`src/rtl/bullet_arbiter.sv`:
```
// bullet_arbiter
// Shares a small pool of bullet slots between two players. The block turns
// fire-button edges into pending requests and applies per-player cooldown
// and live-bullet limits. It offers one spawn at a time to the bullet
// datapath through a valid/ready handshake.
module bullet_arbiter #(
    parameter int NUM_SLOTS      = 4,
    parameter int MAX_PER_PLAYER = 2,
    parameter int COOLDOWN       = 30,
    localparam int SLOT_W        = (NUM_SLOTS > 1) ? $clog2(NUM_SLOTS) : 1
) (
    input  logic                 clk_i,
    input  logic                 reset_i,
    input  logic                 enable_i,
    input  logic                 flush_i,
    input  logic                 frame_tick_i,
    input  logic                 fire_p1_i,
    input  logic                 fire_p2_i,
    input  logic [NUM_SLOTS-1:0] slot_free_i,
    input  logic                 spawn_ready_i,
    output logic                 spawn_valid_o,
    output logic                 spawn_player_o,
    output logic [SLOT_W-1:0]    spawn_slot_o,
    output logic [NUM_SLOTS-1:0] slot_busy_o,
    output logic [NUM_SLOTS-1:0] slot_owner_o,
    output logic [2:0]           active_p1_o,
    output logic [2:0]           active_p2_o
);

    localparam logic [7:0] COOLDOWN_LD = 8'(COOLDOWN);
    localparam logic [2:0] MAX_CNT     = 3'(MAX_PER_PLAYER);

    typedef enum logic {
        IDLE  = 1'b0,
        OFFER = 1'b1
    } state_t;

    state_t state, state_nxt;

    // Cooldown counters saturate at zero instead of wrapping.
    function automatic logic [7:0] cd_dec(input logic [7:0] cd);
        return (cd == 8'd0) ? 8'd0 : cd - 8'd1;
    endfunction

    // Population count of a slot mask (retire pulses belonging to one owner).
    function automatic logic [2:0] pop_cnt(input logic [NUM_SLOTS-1:0] v);
        logic [2:0] c;
        c = 3'd0;
        for (int k = 0; k < NUM_SLOTS; k++) begin
            c = c + {2'b00, v[k]};
        end
        return c;
    endfunction

    // Live-count update: retirements and an accept can land in the same cycle.
    function automatic logic [2:0] cnt_next(input logic [2:0] cnt,
                                            input logic [2:0] dec,
                                            input logic       inc);
        return cnt - dec + {2'b00, inc};
    endfunction

    logic                 armed;
    logic                 fire_prev_p1, fire_prev_p2;
    logic                 edge_p1, edge_p2;
    logic                 pending_p1, pending_p2;
    logic [7:0]           cooldown_p1, cooldown_p2;
    logic [NUM_SLOTS-1:0] busy, owner;
    logic [2:0]           active_p1, active_p2;
    logic                 last_grant;      // 0 = player 1, 1 = player 2
    logic                 offer_player;
    logic [SLOT_W-1:0]    offer_slot;

    logic                 accept, accept_p1, accept_p2;
    logic                 any_free;
    logic [SLOT_W-1:0]    free_slot;
    logic                 elig_p1, elig_p2, grant_req, winner, grant_load;
    logic [NUM_SLOTS-1:0] freed, slot_onehot;
    logic [2:0]           freed_p1, freed_p2;

    // An edge needs one clean cycle after reset, so a button already held at
    // reset release does not look like a press.
    assign edge_p1 = armed & fire_p1_i & ~fire_prev_p1;
    assign edge_p2 = armed & fire_p2_i & ~fire_prev_p2;

    assign accept    = (state == OFFER) & spawn_ready_i;
    assign accept_p1 = accept & ~offer_player;
    assign accept_p2 = accept & offer_player;

    assign any_free = ~(&busy);

    // Lowest-index free slot; only meaningful when any_free is set.
    always_comb begin
        free_slot = '0;
        for (int k = NUM_SLOTS - 1; k >= 0; k--) begin
            if (!busy[k]) begin
                free_slot = SLOT_W'(k);
            end
        end
    end

    // Eligibility and round-robin choice of the winner on a tie.
    always_comb begin
        elig_p1    = pending_p1 & (cooldown_p1 == 8'd0) & (active_p1 < MAX_CNT) & any_free;
        elig_p2    = pending_p2 & (cooldown_p2 == 8'd0) & (active_p2 < MAX_CNT) & any_free;
        grant_req  = elig_p1 | elig_p2;
        winner     = (elig_p1 & elig_p2) ? ~last_grant : elig_p2;
        grant_load = (state == IDLE) & grant_req & ~flush_i;
    end

    // Retire pulses only count against slots that are actually live.
    always_comb begin
        freed       = slot_free_i & busy;
        freed_p1    = pop_cnt(freed & ~owner);
        freed_p2    = pop_cnt(freed & owner);
        slot_onehot = NUM_SLOTS'(1) << offer_slot;
    end

    // Registered fire levels for edge detection.
    always_ff @(posedge clk_i or negedge reset_i) begin
        if (!reset_i) begin
            armed        <= 1'b0;
            fire_prev_p1 <= 1'b0;
            fire_prev_p2 <= 1'b0;
        end else begin
            armed        <= 1'b1;
            fire_prev_p1 <= fire_p1_i;
            fire_prev_p2 <= fire_p2_i;
        end
    end

    // Pending requests: one outstanding per player, dropped while disabled.
    always_ff @(posedge clk_i or negedge reset_i) begin
        if (!reset_i) begin
            pending_p1 <= 1'b0;
            pending_p2 <= 1'b0;
        end else if (flush_i || !enable_i) begin
            pending_p1 <= 1'b0;
            pending_p2 <= 1'b0;
        end else begin
            if (accept_p1) begin
                pending_p1 <= 1'b0;
            end else if (edge_p1) begin
                pending_p1 <= 1'b1;
            end
            if (accept_p2) begin
                pending_p2 <= 1'b0;
            end else if (edge_p2) begin
                pending_p2 <= 1'b1;
            end
        end
    end

    // Per-player cooldown: reload on grant, count down on frame ticks.
    always_ff @(posedge clk_i or negedge reset_i) begin
        if (!reset_i) begin
            cooldown_p1 <= 8'd0;
            cooldown_p2 <= 8'd0;
        end else if (flush_i) begin
            cooldown_p1 <= 8'd0;
            cooldown_p2 <= 8'd0;
        end else begin
            if (accept_p1) begin
                cooldown_p1 <= COOLDOWN_LD;
            end else if (frame_tick_i) begin
                cooldown_p1 <= cd_dec(cooldown_p1);
            end
            if (accept_p2) begin
                cooldown_p2 <= COOLDOWN_LD;
            end else if (frame_tick_i) begin
                cooldown_p2 <= cd_dec(cooldown_p2);
            end
        end
    end

    // FSM state register.
    always_ff @(posedge clk_i or negedge reset_i) begin
        if (!reset_i) begin
            state <= IDLE;
        end else begin
            state <= state_nxt;
        end
    end

    // FSM next state: offer when someone is eligible, return once accepted.
    always_comb begin
        state_nxt = state;
        case (state)
            IDLE:    if (grant_req) state_nxt = OFFER;
            OFFER:   if (accept)    state_nxt = IDLE;
            default: state_nxt = IDLE;
        endcase
        if (flush_i) begin
            state_nxt = IDLE;
        end
    end

    // FSM outputs: the offer is valid for the whole OFFER state.
    always_comb begin
        spawn_valid_o  = (state == OFFER);
        spawn_player_o = offer_player;
        spawn_slot_o   = offer_slot;
    end

    // Offer contents are captured on entry to OFFER and held until accepted.
    always_ff @(posedge clk_i or negedge reset_i) begin
        if (!reset_i) begin
            offer_player <= 1'b0;
            offer_slot   <= '0;
        end else if (flush_i) begin
            offer_player <= 1'b0;
            offer_slot   <= '0;
        end else if (grant_load) begin
            offer_player <= winner;
            offer_slot   <= free_slot;
        end
    end

    // Slot map and live counts; a retire and an accept can coincide.
    always_ff @(posedge clk_i or negedge reset_i) begin
        if (!reset_i) begin
            busy      <= '0;
            owner     <= '0;
            active_p1 <= 3'd0;
            active_p2 <= 3'd0;
        end else if (flush_i) begin
            busy      <= '0;
            owner     <= '0;
            active_p1 <= 3'd0;
            active_p2 <= 3'd0;
        end else begin
            busy      <= (busy & ~freed) | (accept ? slot_onehot : '0);
            if (accept) begin
                owner <= (owner & ~slot_onehot) | (offer_player ? slot_onehot : '0);
            end
            active_p1 <= cnt_next(active_p1, freed_p1, accept_p1);
            active_p2 <= cnt_next(active_p2, freed_p2, accept_p2);
        end
    end

    // Round-robin pointer; defaults to player 2 so player 1 wins the first tie.
    always_ff @(posedge clk_i or negedge reset_i) begin
        if (!reset_i) begin
            last_grant <= 1'b1;
        end else if (flush_i) begin
            last_grant <= 1'b1;
        end else if (accept) begin
            last_grant <= offer_player;
        end
    end

    assign slot_busy_o  = busy;
    assign slot_owner_o = owner;
    assign active_p1_o  = active_p1;
    assign active_p2_o  = active_p2;

endmodule

```
`config.mk`:
```
export PLATFORM = sky130hd
export DESIGN_NAME = bullet_arbiter
export DESIGN_NICKNAME = d
export VERILOG_FILES = /design/src/rtl/bullet_arbiter.sv
export SDC_FILE = /design/constraint.sdc
export NUM_CORES = 1
export LEC_CHECK = 0
export BUFFER_PORTS_ARGS = -buffer_cell sky130_fd_sc_hd__buf_2
export CORE_ASPECT_RATIO = 0.5
export CORE_UTILIZATION = 61
export CTS_CLUSTER_SIZE = 10
export DETAILED_ROUTE_END_ITERATION = 10
export MAX_ROUTING_LAYER = met4
export PLACE_DENSITY = 0.82
export SYNTH_ARGS = -nofsm -noshare
export SYNTH_HDL_FRONTEND = slang
export SYNTH_SLANG_ARGS = --single-unit
export TNS_END_PERCENT = 30
```
`constraint.sdc`:
```
create_clock -name clk_i -period 6.2 [get_ports clk_i]
set_input_delay 0 -clock clk_i [delete_from_list [all_inputs] [get_ports clk_i]]
set_output_delay 0 -clock clk_i [all_outputs]
set_load 0.005 [all_outputs]
```
==> results of run 1 <==
[worst min-delay path, stage by stage]
cell and delay (ps):
buf_2 120, inv_1 50, a21oi_1 50, nor2_1 90
[cells in the mapped netlist]
library cell and n:
dfrtp_1 39, a21oi_1 26, nor2_1 23, inv_1 18
nand2_1 17, nor3_1 13, nand2b_1 12, nand3_1 10
o21ai_0 9, ha_1 8, mux2i_1 7, fa_1 6
xnor2_1 6, clkbuf_1 5, and3_1 4, a31oi_1 3
nand3b_1 3, nand4_1 3, nor3b_1 3, nor2b_1 2
nor4_1 2, a211oi_1 1, a21o_1 1, a21oi_2 1
and2_0 1, buf_2 1, conb_1 1, dfstp_2 1
nand3_2 1, nand4_2 1, nand4b_1 1, nor4_4 1
nor4b_4 1, o211ai_1 1, o31ai_1 1, or2_2 1
or3_1 1
[power groups by stage]
stage / Clock, mW / Combinational, mW / Sequential (mW)
2_1_floorplan: 0 / 0.314 / 0.370
3_3_place_gp: 0 / 0.373 / 0.380
3_5_place_dp: 0 / 0.382 / 0.384
4_1_cts: 0.185 / 0.389 / 0.378
5_1_grt: 0.195 / 0.442 / 0.389
6_report: 0.180 / 0.392 / 0.380
[flip-flops by register name, indices dropped and copies added, names as in the netlist]
register	cells
active_p1_o	3
active_p2_o	3
armed	1
cooldown_p1	8
cooldown_p2	8
fire_prev_p1	1
fire_prev_p2	1
last_grant	1
pending_p1	1
pending_p2	1
slot_busy_o	4
slot_owner_o	4
spawn_player_o	1
spawn_slot_o	2
spawn_valid_o	1
[how the worst max path moves through the flow]
stage | from | endpoint | slack, ps | depth (start not counted)
after global routing | spawn_valid_o$_DFF_PN0_ | active_p1_o[2]$_DFF_PN0_ | 3430 | 10
after global placement | spawn_valid_o$_DFF_PN0_ | active_p1_o[2]$_DFF_PN0_ | 3810 | 10
after floorplan | spawn_valid_o$_DFF_PN0_ | active_p1_o[2]$_DFF_PN0_ | 3730 | 11
after CTS | spawn_valid_o$_DFF_PN0_ | active_p1_o[2]$_DFF_PN0_ | 3680 | 10
after detailed placement | spawn_valid_o$_DFF_PN0_ | active_p1_o[2]$_DFF_PN0_ | 3690 | 10
final | spawn_valid_o$_DFF_PN0_ | active_p1_o[2]$_DFF_PN0_ | 3650 | 10
[stage by stage]
stage               util [%]  hold slack, ps  power, mW  cells  setup WS, ps
CTS                    74.64           45.43     0.9518    325          3682
floorplan                  -          -295.6     0.6847    235          3728
detailed placement     69.71           131.4     0.7656    309          3686
global route           74.64           45.00      1.026    325          3432
global placement       69.71           125.4     0.7525    309          3812
finish                 74.64           62.57     0.9514    325          3650
[layer usage]
metal	global-route usage, %	up-vias	share of wire, %
met4	5.246	0	0.38
li1	-	880	-
met5	-	-	0
met2	42.66	51	46
met1	39.93	872	49
met3	7.463	3	4.6
[cell families (layout without fill, tap and decap cells)]
group | count (synthesis) | count (layout) | synth area share, %
and+or+nand+nor | 100 | 100 | 24.72
AOI/OAI and AO/OA | 43 | 43 | 10.47
DFF | 40 | 40 | 45.10
buffers and inverters | 24 | 63 | 4.110
adders and majority gates | 14 | 14 | 9.910
muxes | 7 | 7 | 3.153
xor gates and xnor gates | 6 | 6 | 2.365
other | 1 | 1 | 0.1688
[area by class of cell]
class	count	area [um2]	area share (%)
repair buffers	37	225.2	8.738
clock buffers	8	90.09	3.495
flip-flops and latches	40	1002	38.88
inverters	18	67.56	2.621
multi-input cells	171	1129	43.79
well taps	51	63.81	2.476
[repair_timing]
item                      in CTS  in global routing
hold buffers                   8                  0
hold endpoints to repair      47                  0
buffers inserted               0                  0
==> tab_implementation.tex, run 1 <==
\begin{tabular}{lr}
\hline
Metric & Value \\
\hline
\multicolumn{2}{l}{\textbf{STA}} \\
\quad Maximum achievable frequency & 392.2 MHz \\
\quad Final sum of negative setup slack & 0 ps \\
\quad Worst-Margin Slew & 880.1 ps \\
\quad Worst slew slack as a fraction of its limit & 41.32\% \\
\quad Unrepaired setup endpoints after global routing & no \\
\quad Final setup violation count & 0 \\
\quad Tcrit/Tclk final & 41.12\% \\
\quad Number of slew-limit violations in the final report & 0 \\
\quad Setup skew after layout & 7.437 ps \\
\quad Final hold violation count & 0 \\
\quad Shortest period the worst path allows & 2550 ps \\
\multicolumn{2}{l}{\textbf{Die}} \\
\quad Number of rows created at floorplan & 15 \\
\quad Total die area & 0.003903 mm2 \\
\quad Starting utilization of the core area & 64.35\% \\
\quad Horizontal extent of the die & 87.36 um \\
\quad IO Pins & 30 \\
\quad Die Span Y & 44.68 um \\
\quad Total core area & 0.003453 mm2 \\
\multicolumn{2}{l}{\textbf{Global routing}} \\
\quad Wire length of the first global-routing pass & 7.783 mm \\
\quad Vias in the first global route & 1608 \\
\quad Initial antenna violation count & 0 \\
\quad Total congestion overflow & 0 \\
\quad Pin count of the biggest net entering global routing & 41 \\
\quad Overall routing resource usage & 28.50\% \\
\multicolumn{2}{l}{\textbf{Power and ir drop}} \\
\quad Switching share of power & 39.42\% \\
\quad Proportion of power drawn by the clock network & 18.9\% \\
\quad Net Switching & 0.3750 mW \\
\quad Power per standard cell area & 369.1 mW/mm2 \\
\quad P\_int & 0.5763 mW \\
\quad Leakage & 1.262 nW \\
\quad Sequential cell fraction of total power & 39.9\% \\
\quad IR drop worst, VDD & 215.0 uV \\
\quad Comb pwr share & 41.2\% \\
\multicolumn{2}{l}{\textbf{Worst setup path}} \\
\quad Type of the setup path with the least slack & reg2reg \\
\quad Startpoint types & flip-flop \\
\quad Bufs and invs on worst path & 2 \\
\quad Terminus of the critical flop-to-flop path & active\_p1\_o[2]\$\_DFF\_PN0\_ \\
\quad Crit-path leading delay family & adder cells \\
\quad Arrival time of data at the critical path endpoint & 2700 ps \\
\quad CP peak stage delay & 510 ps \\
\quad Internal reg-to-reg setup slack & 3650 ps \\
\quad Number of cell instances on the worst register-to-register path & 10 \\
\quad Required time at the endpoint of the critical path & 6350 ps \\
\quad Largest driver fanout on the critical path & 8 \\
\quad Cells along the critical path & nand2\_1, or2\_2, inv\_1, fa\_1, ha\_1, inv\_1, fa\_1, xnor2\_1, xnor2\_1, nor2\_1 \\
\quad Worst-path cell with the longest stage delay & fa\_1 \\
\quad Endpoint kind of the worst setup timing path & flip-flop \\
\quad Crit Reg-Reg Startpoint & spawn\_valid\_o\$\_DFF\_PN0\_ \\
\multicolumn{2}{l}{\textbf{Routing}} \\
\quad Via count of the routed design & 1806 \\
\quad Average vias per placed instance & 5.557 \\
\quad Final Routed Wirelength & 4.738 mm \\
\quad Number of DRC markers after the initial detailed-route iteration & 91 \\
\quad Post-route ant nets & 0 \\
\quad Wire per inst & 14.58 um \\
\quad DRC violations left & 0 \\
\quad Total iterations of the first detailed-routing run & 4 \\
\multicolumn{2}{l}{\textbf{Clock tree}} \\
\quad CTS root buf & clkbuf\_8 \\
\quad Insertion delay to the later sink of the worst-skew pair & 290 ps \\
\quad Number of buffers created by CTS & 5 \\
\quad CTS tree & done \\
\quad H-Tree Depth & 2 \\
\quad Sinks on the clock net & 40 \\
\quad Clock Tree Buf Depth & 2 \\
\quad Clk pin slew, worst setup/hold paths & 80 ps \\
\quad Resized cells post-CTS & 0 \\
\multicolumn{2}{l}{\textbf{Synthesis}} \\
\quad Most area-consuming cells after synthesis & dfrtp\_1, a21oi\_1, fa\_1 \\
\quad Number of storage elements in the synthesis netlist & 40 \\
\quad Synth Area per Inst & 9.456 um2 \\
\quad Post-Syn Nets & 261 \\
\quad Synth top area share & 43.92\% \\
\quad Post-synthesis sequential area ratio & 45.10\% \\
\quad Gate Count Post-Synth & 235 \\
\quad Total number of yosys warnings & 0 \\
\quad Post-synth design cell area & 0.002222 mm2 \\
\quad Leading area contributor after synthesis & dfrtp\_1 \\
\quad Number of library cell types mapped by synthesis & 37 \\
\multicolumn{2}{l}{\textbf{Worst hold path}} \\
\quad Hold Path End & slot\_busy\_o[0]\$\_DFF\_PN0\_ \\
\quad Worst hold path stage count & 4 \\
\quad Path category of the worst min-delay check & in2reg \\
\quad Worst hold start & slot\_free\_i[0] \\
\multicolumn{2}{l}{\textbf{Placement}} \\
\quad Count of input and output buffers & 29 \\
\quad Area of placed instances & 0.002407 mm2 \\
\quad Routability-driven placement congestion ratio & 0.8590 \\
\quad Detail Placement HPWL & 3.429 mm \\
\multicolumn{2}{l}{\textbf{Run status}} \\
\quad Outcome & finished, final reports clean \\
\multicolumn{2}{l}{\textbf{Cells and area}} \\
\quad Diode insertion count for antenna repair & 0 \\
\quad Most frequent cells in the layout & dfrtp\_1, buf\_2, a21oi\_1 \\
\quad Count of filler cells inserted in the layout & 263 \\
\quad Commonest non-fill, non-tap cell in the layout & dfrtp\_1 \\
\quad Count of nets after finishing & 299 \\
\quad Layout cell share with drive strength beyond 1 & 15.33\% \\
\quad Area growth from synthesis to layout & 15.99\% \\
\quad Fin area & 0.002577 mm2 \\
\multicolumn{2}{l}{\textbf{Flow run}} \\
\quad Maximum Capacitance Violations & 0 \\
\hline
\end{tabular}
No activity file was read; power rests on OpenSTA's default activity.
==> run 2: changes to the inputs <==
CORE_UTILIZATION = 51   (was 61)
PLACE_DENSITY = 0.73   (was 0.82)
clock period = 2.27 ns   (was 6.2 ns; I/O delays follow)
==> tab_implementation.tex, run 2 (synthesis results as in run 1) <==
\begin{tabular}{lr}
\hline
Metric & Value \\
\hline
\multicolumn{2}{l}{\textbf{STA}} \\
\quad Number of slew-limit violations in the final report & 0 \\
\quad Tcrit/Tclk final & 97.27\% \\
\quad Final hold violation count & 0 \\
\quad Worst slew slack as a fraction of its limit & 39.35\% \\
\quad Shortest period the worst path allows & 2208 ps \\
\quad Final setup violation count & 0 \\
\quad Hold WS & 28.19 ps \\
\quad Maximum achievable frequency & 452.9 MHz \\
\quad Setup skew after layout & 9.972 ps \\
\quad Unrepaired setup endpoints after global routing & yes \\
\quad Worst-Margin Slew & 909.8 ps \\
\multicolumn{2}{l}{\textbf{Clock tree}} \\
\quad Sinks on the clock net & 40 \\
\quad CTS root buf & clkbuf\_8 \\
\quad H-Tree Depth & 2 \\
\quad CTS tree & done \\
\quad Clk pin slew, worst setup/hold paths & 80 ps \\
\quad Number of buffers created by CTS & 5 \\
\quad Clock Tree Buf Depth & 2 \\
\quad Insertion delay to the later sink of the worst-skew pair & 310 ps \\
\multicolumn{2}{l}{\textbf{Worst setup path}} \\
\quad Endpoint kind of the worst setup timing path & flip-flop \\
\quad Crit-path leading delay family & adder cells \\
\quad Cells along the critical path & nand2\_2, or2\_4, inv\_2, fa\_1, ha\_1, inv\_1, fa\_2, xnor2\_2, xnor2\_1, nor2\_1 \\
\quad Bufs and invs on worst path & 2 \\
\quad Required time at the endpoint of the critical path & 2440 ps \\
\quad Largest driver fanout on the critical path & 4 \\
\quad Number of cell instances on the worst register-to-register path & 10 \\
\quad Terminus of the critical flop-to-flop path & active\_p1\_o[2]\$\_DFF\_PN0\_ \\
\quad CP peak stage delay & 510 ps \\
\quad Internal reg-to-reg setup slack & 60 ps \\
\quad Worst-path cell with the longest stage delay & fa\_1 \\
\quad Arrival time of data at the critical path endpoint & 2380 ps \\
\quad Crit Reg-Reg Startpoint & spawn\_valid\_o\$\_DFF\_PN0\_ \\
\quad Type of the setup path with the least slack & reg2reg \\
\quad Startpoint types & flip-flop \\
\multicolumn{2}{l}{\textbf{Cells and area}} \\
\quad Area growth from synthesis to layout & 24.44\% \\
\quad Registers with the most flip-flops & cooldown\_p1 (8), cooldown\_p2 (8) \\
\quad Count of nets after finishing & 314 \\
\quad Diode insertion count for antenna repair & 0 \\
\quad Fin area & 0.002765 mm2 \\
\quad Most frequent cells in the layout & dfrtp\_1, buf\_2, a21oi\_1 \\
\quad Layout cell share with drive strength beyond 1 & 24.57\% \\
\quad Commonest non-fill, non-tap cell in the layout & dfrtp\_1 \\
\quad Finished Layout Cells & 343 \\
\multicolumn{2}{l}{\textbf{Global routing}} \\
\quad Pin count of the biggest net entering global routing & 41 \\
\quad Wire length of the first global-routing pass & 8.935 mm \\
\quad Vias in the first global route & 1892 \\
\quad Overall routing resource usage & 26.69\% \\
\quad Initial antenna violation count & 0 \\
\quad Total congestion overflow & 0 \\
\multicolumn{2}{l}{\textbf{Worst hold path}} \\
\quad Path category of the worst min-delay check & in2reg \\
\quad Worst hold path stage count & 4 \\
\quad Hold Path End & slot\_busy\_o[0]\$\_DFF\_PN0\_ \\
\quad Worst hold start & slot\_free\_i[0] \\
\multicolumn{2}{l}{\textbf{Run status}} \\
\quad Outcome & finished, final reports clean \\
\multicolumn{2}{l}{\textbf{Routing}} \\
\quad Total iterations of the first detailed-routing run & 4 \\
\quad Wire per inst & 15.32 um \\
\quad Number of DRC markers after the initial detailed-route iteration & 105 \\
\quad DRC violations left & 0 \\
\quad Final Routed Wirelength & 5.256 mm \\
\quad Average vias per placed instance & 5.542 \\
\quad Via count of the routed design & 1901 \\
\quad Post-route ant nets & 0 \\
\multicolumn{2}{l}{\textbf{Placement}} \\
\quad Placed Cells & 323 \\
\quad Detail Placement HPWL & 3.565 mm \\
\quad Routability-driven placement congestion ratio & 0.8553 \\
\quad Area of placed instances & 0.002510 mm2 \\
\quad Count of input and output buffers & 29 \\
\multicolumn{2}{l}{\textbf{Power and ir drop}} \\
\quad Leakage & 1.342 nW \\
\quad Power per standard cell area & 998.9 mW/mm2 \\
\quad IR drop worst, VDD & 553.2 uV \\
\multicolumn{2}{l}{\textbf{Die}} \\
\quad Horizontal extent of the die & 95.35 um \\
\quad Starting utilization of the core area & 54.95\% \\
\quad Number of rows created at floorplan & 16 \\
\quad Total core area & 0.004044 mm2 \\
\quad IO Pins & 30 \\
\quad Total die area & 0.004641 mm2 \\
\quad Die Span Y & 48.68 um \\
\multicolumn{2}{l}{\textbf{Flow run}} \\
\quad Maximum Capacitance Violations & 0 \\
\hline
\end{tabular}
[run 2: how the worst max path moves through the flow]
stage / slack, ps / end / cells past startpoint / startpoint
after global placement: 40 / active_p2_o[2]$_DFF_PN0_ / 7 / slot_busy_o[1]$_DFF_PN0_
after global routing: -20 / active_p1_o[2]$_DFF_PN0_ / 10 / spawn_valid_o$_DFF_PN0_
after CTS: 10 / active_p2_o[2]$_DFF_PN0_ / 9 / spawn_valid_o$_DFF_PN0_
after floorplan: 7 / active_p1_o[2]$_DFF_PN0_ / 11 / spawn_valid_o$_DFF_PN0_
final: 60 / active_p1_o[2]$_DFF_PN0_ / 10 / spawn_valid_o$_DFF_PN0_
after detailed placement: -5 / active_p2_o[2]$_DFF_PN0_ / 7 / slot_busy_o[2]$_DFF_PN0_
[run 2: layer usage]
metal  global-route usage, %  part of all wire, %  vias up
met5                       -                    0        -
met4                   11.11                  1.2        0
met3                   5.189                  4.6        5
met2                   40.36                   48       57
met1                   35.33                   46      928
li1                        -                    -      911
[run 2: what timing repair did]
item | 4_1_cts | 5_1_grt
resized for setup | 2 | 6
hold buffers | 8 | 0
pin swaps | 1 | 6
hold endpoints to repair | 47 | 0
setup endpoints to repair | 1 | 2
setup buffers | 3 | 1
[run 2: report_power, final]
part,total (mW),switching [mW],internal (mW)
Clock,0.602,0.275,0.327
Combinational,1.12,0.631,0.492
Sequential,1.04,0.182,0.855
Total,2.76,1.09,1.67
[run 2: worst register-to-register path: cells and delay by family, from the launching register on]
kind	cells	cell delay (ps)
xor gates and xnor gates	2	280
adders and majority gates	3	1010
buffers and inverters	2	100
and+or+nand+nor	3	250
DFF	1	440
[run 2: per-stage QoR]
stage	setup TNS, ps	utilization (%)	setup WS (ps)	power, mW
6_report	0	68.38	62.02	2.762
5_1_grt	-23.37	68.38	-22.81	2.958
4_1_cts	0	67.57	13.61	2.748
3_5_place_dp	-4.861	62.07	-4.861	2.131
3_3_place_gp	0	62.07	41.83	2.087
2_1_floorplan	0	-	7.381	1.890
[run 2: cell type report]
cell class,count,area [um2]
Clock buffer,6,72.57
Sequential cell,40,1003
Inverter,18,67.56
Multi-Input combinational cell,171,1181
Timing Repair Buffer,52,337.8
Fill cell,306,1279
Clock inverter,2,35.03
Tap cell,54,67.56
==> run 3: changes to the inputs <==
BUFFER_PORTS_ARGS = -buffer_cell sky130_fd_sc_hd__buf_4   (was -buffer_cell sky130_fd_sc_hd__buf_2)
CORE_UTILIZATION = 50   (was 51)
PLACE_DENSITY = 0.72   (was 0.73)
==> tab_implementation.tex, run 3 (synthesis results as in run 1) <==
\begin{tabular}{lr}
\hline
Metric & Value \\
\hline
\multicolumn{2}{l}{\textbf{Clock tree}} \\
\quad CTS root buf & clkbuf\_8 \\
\quad H-Tree Depth & 2 \\
\quad Insertion delay to the later sink of the worst-skew pair & 290 ps \\
\quad Clk pin slew, worst setup/hold paths & 80 ps \\
\quad Number of buffers created by CTS & 5 \\
\quad CTS tree & done \\
\quad Clock Tree Buf Depth & 2 \\
\quad Sinks on the clock net & 40 \\
\multicolumn{2}{l}{\textbf{Worst setup path}} \\
\quad Crit-path leading delay family & adder cells \\
\quad Type of the setup path with the least slack & reg2reg \\
\quad Largest driver fanout on the critical path & 4 \\
\quad Required time at the endpoint of the critical path & 2430 ps \\
\quad Most repeated library cell on the critical path & inv\_2 \\
\quad Arrival time of data at the critical path endpoint & 2390 ps \\
\quad CP peak stage delay & 500 ps \\
\quad Endpoint kind of the worst setup timing path & flip-flop \\
\quad Bufs and invs on worst path & 2 \\
\quad Startpoint types & flip-flop \\
\quad Cells along the critical path & nand2\_2, or2\_4, inv\_2, fa\_1, ha\_2, inv\_2, fa\_2, xnor2\_2, xnor2\_1, nor2\_1 \\
\quad Worst-path cell with the longest stage delay & fa\_1 \\
\multicolumn{2}{l}{\textbf{Power and ir drop}} \\
\quad IR drop worst, VDD & 456.1 uV \\
\quad Power per standard cell area & 972.8 mW/mm2 \\
\quad Sequential cell fraction of total power & 38.1\% \\
\quad P\_int & 1.696 mW \\
\quad Proportion of power drawn by the clock network & 21.0\% \\
\quad Leakage & 1.335 nW \\
\quad Net Switching & 1.045 mW \\
\quad Comb pwr share & 41.0\% \\
\quad Switching share of power & 38.14\% \\
\multicolumn{2}{l}{\textbf{Worst hold path}} \\
\quad Path category of the worst min-delay check & in2reg \\
\multicolumn{2}{l}{\textbf{Die}} \\
\quad Total die area & 0.004731 mm2 \\
\quad Horizontal extent of the die & 96.28 um \\
\quad Total core area & 0.004084 mm2 \\
\quad Die Span Y & 49.14 um \\
\quad Starting utilization of the core area & 54.41\% \\
\quad IO Pins & 30 \\
\quad Number of rows created at floorplan & 16 \\
\multicolumn{2}{l}{\textbf{Global routing}} \\
\quad Vias in the first global route & 1763 \\
\quad Overall routing resource usage & 24.98\% \\
\quad Initial antenna violation count & 0 \\
\quad Wire length of the first global-routing pass & 8.514 mm \\
\quad Pin count of the biggest net entering global routing & 41 \\
\quad Total congestion overflow & 0 \\
\multicolumn{2}{l}{\textbf{STA}} \\
\quad Hold WS & 28.20 ps \\
\quad Unrepaired setup endpoints after global routing & yes \\
\quad Final setup violation count & 0 \\
\quad Maximum achievable frequency & 450.1 MHz \\
\quad Tcrit/Tclk final & 97.88\% \\
\quad Final hold violation count & 0 \\
\quad Worst-Margin Slew & 521.9 ps \\
\quad Worst slew slack as a fraction of its limit & 64.94\% \\
\quad Setup skew after layout & 7.476 ps \\
\quad Shortest period the worst path allows & 2222 ps \\
\quad Number of slew-limit violations in the final report & 0 \\
\multicolumn{2}{l}{\textbf{Cells and area}} \\
\quad Layout cell share with drive strength beyond 1 & 24.39\% \\
\quad Commonest non-fill, non-tap cell in the layout & buf\_4 \\
\quad Diode insertion count for antenna repair & 0 \\
\quad Most frequent cells in the layout & buf\_4, dfrtp\_1, a21oi\_1 \\
\quad Finished Layout Cells & 341 \\
\quad End-of-flow core utilization & 69.00\% \\
\quad Count of nets after finishing & 312 \\
\quad Registers with the most flip-flops & cooldown\_p1 (8), cooldown\_p2 (8) \\
\quad Count of filler cells inserted in the layout & 332 \\
\quad Area growth from synthesis to layout & 26.80\% \\
\multicolumn{2}{l}{\textbf{Flow run}} \\
\quad Maximum Capacitance Violations & 0 \\
\multicolumn{2}{l}{\textbf{Routing}} \\
\quad Post-route ant nets & 0 \\
\quad Average vias per placed instance & 5.408 \\
\quad Final Routed Wirelength & 5.073 mm \\
\quad Number of DRC markers after the initial detailed-route iteration & 105 \\
\quad Via count of the routed design & 1844 \\
\quad Wire per inst & 14.88 um \\
\quad DRC violations left & 0 \\
\quad Total iterations of the first detailed-routing run & 4 \\
\multicolumn{2}{l}{\textbf{Placement}} \\
\quad Count of input and output buffers & 29 \\
\quad Routability-driven placement congestion ratio & 0.8548 \\
\quad Detail Placement HPWL & 3.629 mm \\
\quad Placed Cells & 323 \\
\multicolumn{2}{l}{\textbf{Run status}} \\
\quad Outcome & finished, final reports clean \\
\hline
\end{tabular}
-- run 3: final cells by class --
class | instances | area (um2) | share of cell area (%)
clock inverter | 2 | 35.03 | 1.243
sequential | 40 | 1003 | 35.61
timing repair buffer | 50 | 395.4 | 14.03
tap | 54 | 67.56 | 2.398
multi-input combinational | 171 | 1176 | 41.74
clock buffer | 6 | 72.57 | 2.575
inverter | 18 | 67.56 | 2.398
-- run 3: worst paths after layout --
check / start / end / slack [ps] / depth (start not counted)
setup / recovery: spawn_valid_o$_DFF_PN0_ / active_p1_o[2]$_DFF_PN0_ / 50 / 10
hold / removal: slot_free_i[0] / slot_busy_o[0]$_DFF_PN0_ / 30 / 4
setup reg to reg: spawn_valid_o$_DFF_PN0_ / active_p1_o[2]$_DFF_PN0_ / 50 / 10
hold reg to reg: last_grant$_DFFE_PN1P_ / last_grant$_DFFE_PN1P_ / 520 / 1
max in group asynchronous: reset_i / last_grant$_DFFE_PN1P_ / 1670 / 2
min in group asynchronous: reset_i / active_p2_o[0]$_DFF_PN0_ / 220 / 2
-- run 3: timing repair --
action | CTS | global route
resized for setup | 1 | 8
hold endpoints to repair | 47 | 0
hold buffers | 8 | 0
setup buffers | 2 | 0
cloned | 0 | 0
endpoints found under the setup margin | 1 | 2
pin swaps | 1 | 4
-- run 3: per-stage QoR --
stage / TNS [ps] / power, mW / instance area, um2 / setup slack [ps]
after floorplan: 0 / 1.890 / 2248 / 7.381
after global placement: 0 / 2.107 / 2582 / 78.89
after detailed placement: -9.846 / 2.143 / 2582 / -9.846
after CTS: 0 / 2.734 / 2788 / 9.846
after global routing: -84.53 / 2.971 / 2818 / -84.53
final: 0 / 2.741 / 2818 / 48.23
-- run 3: power by group through the flow --
stage                     Combinational (mW)  Clock (mW)  Sequential (mW)
after floorplan                        0.875           0             1.01
after global placement                  1.07           0             1.04
after detailed placement                1.09           0             1.05
after CTS                               1.11       0.582             1.04
after global routing                    1.29       0.614             1.07
final                                   1.12       0.575             1.04
-- run 3: metal layers --
layer	vias to the layer above	wire, um	GRT usage, %
li1	903	-	-
met2	30	2399	37.35
met5	-	0	-
met1	909	2492	35.80
met3	2	165	4.984
met4	0	15	4.726
-- run 3: tightest hold or removal path, delay by kind of cell --
family,cells,cell delay (ps)
AO/OA/AOI/OAI,1,120
buffers and inverters,2,120
AND/OR/NAND/NOR,1,50
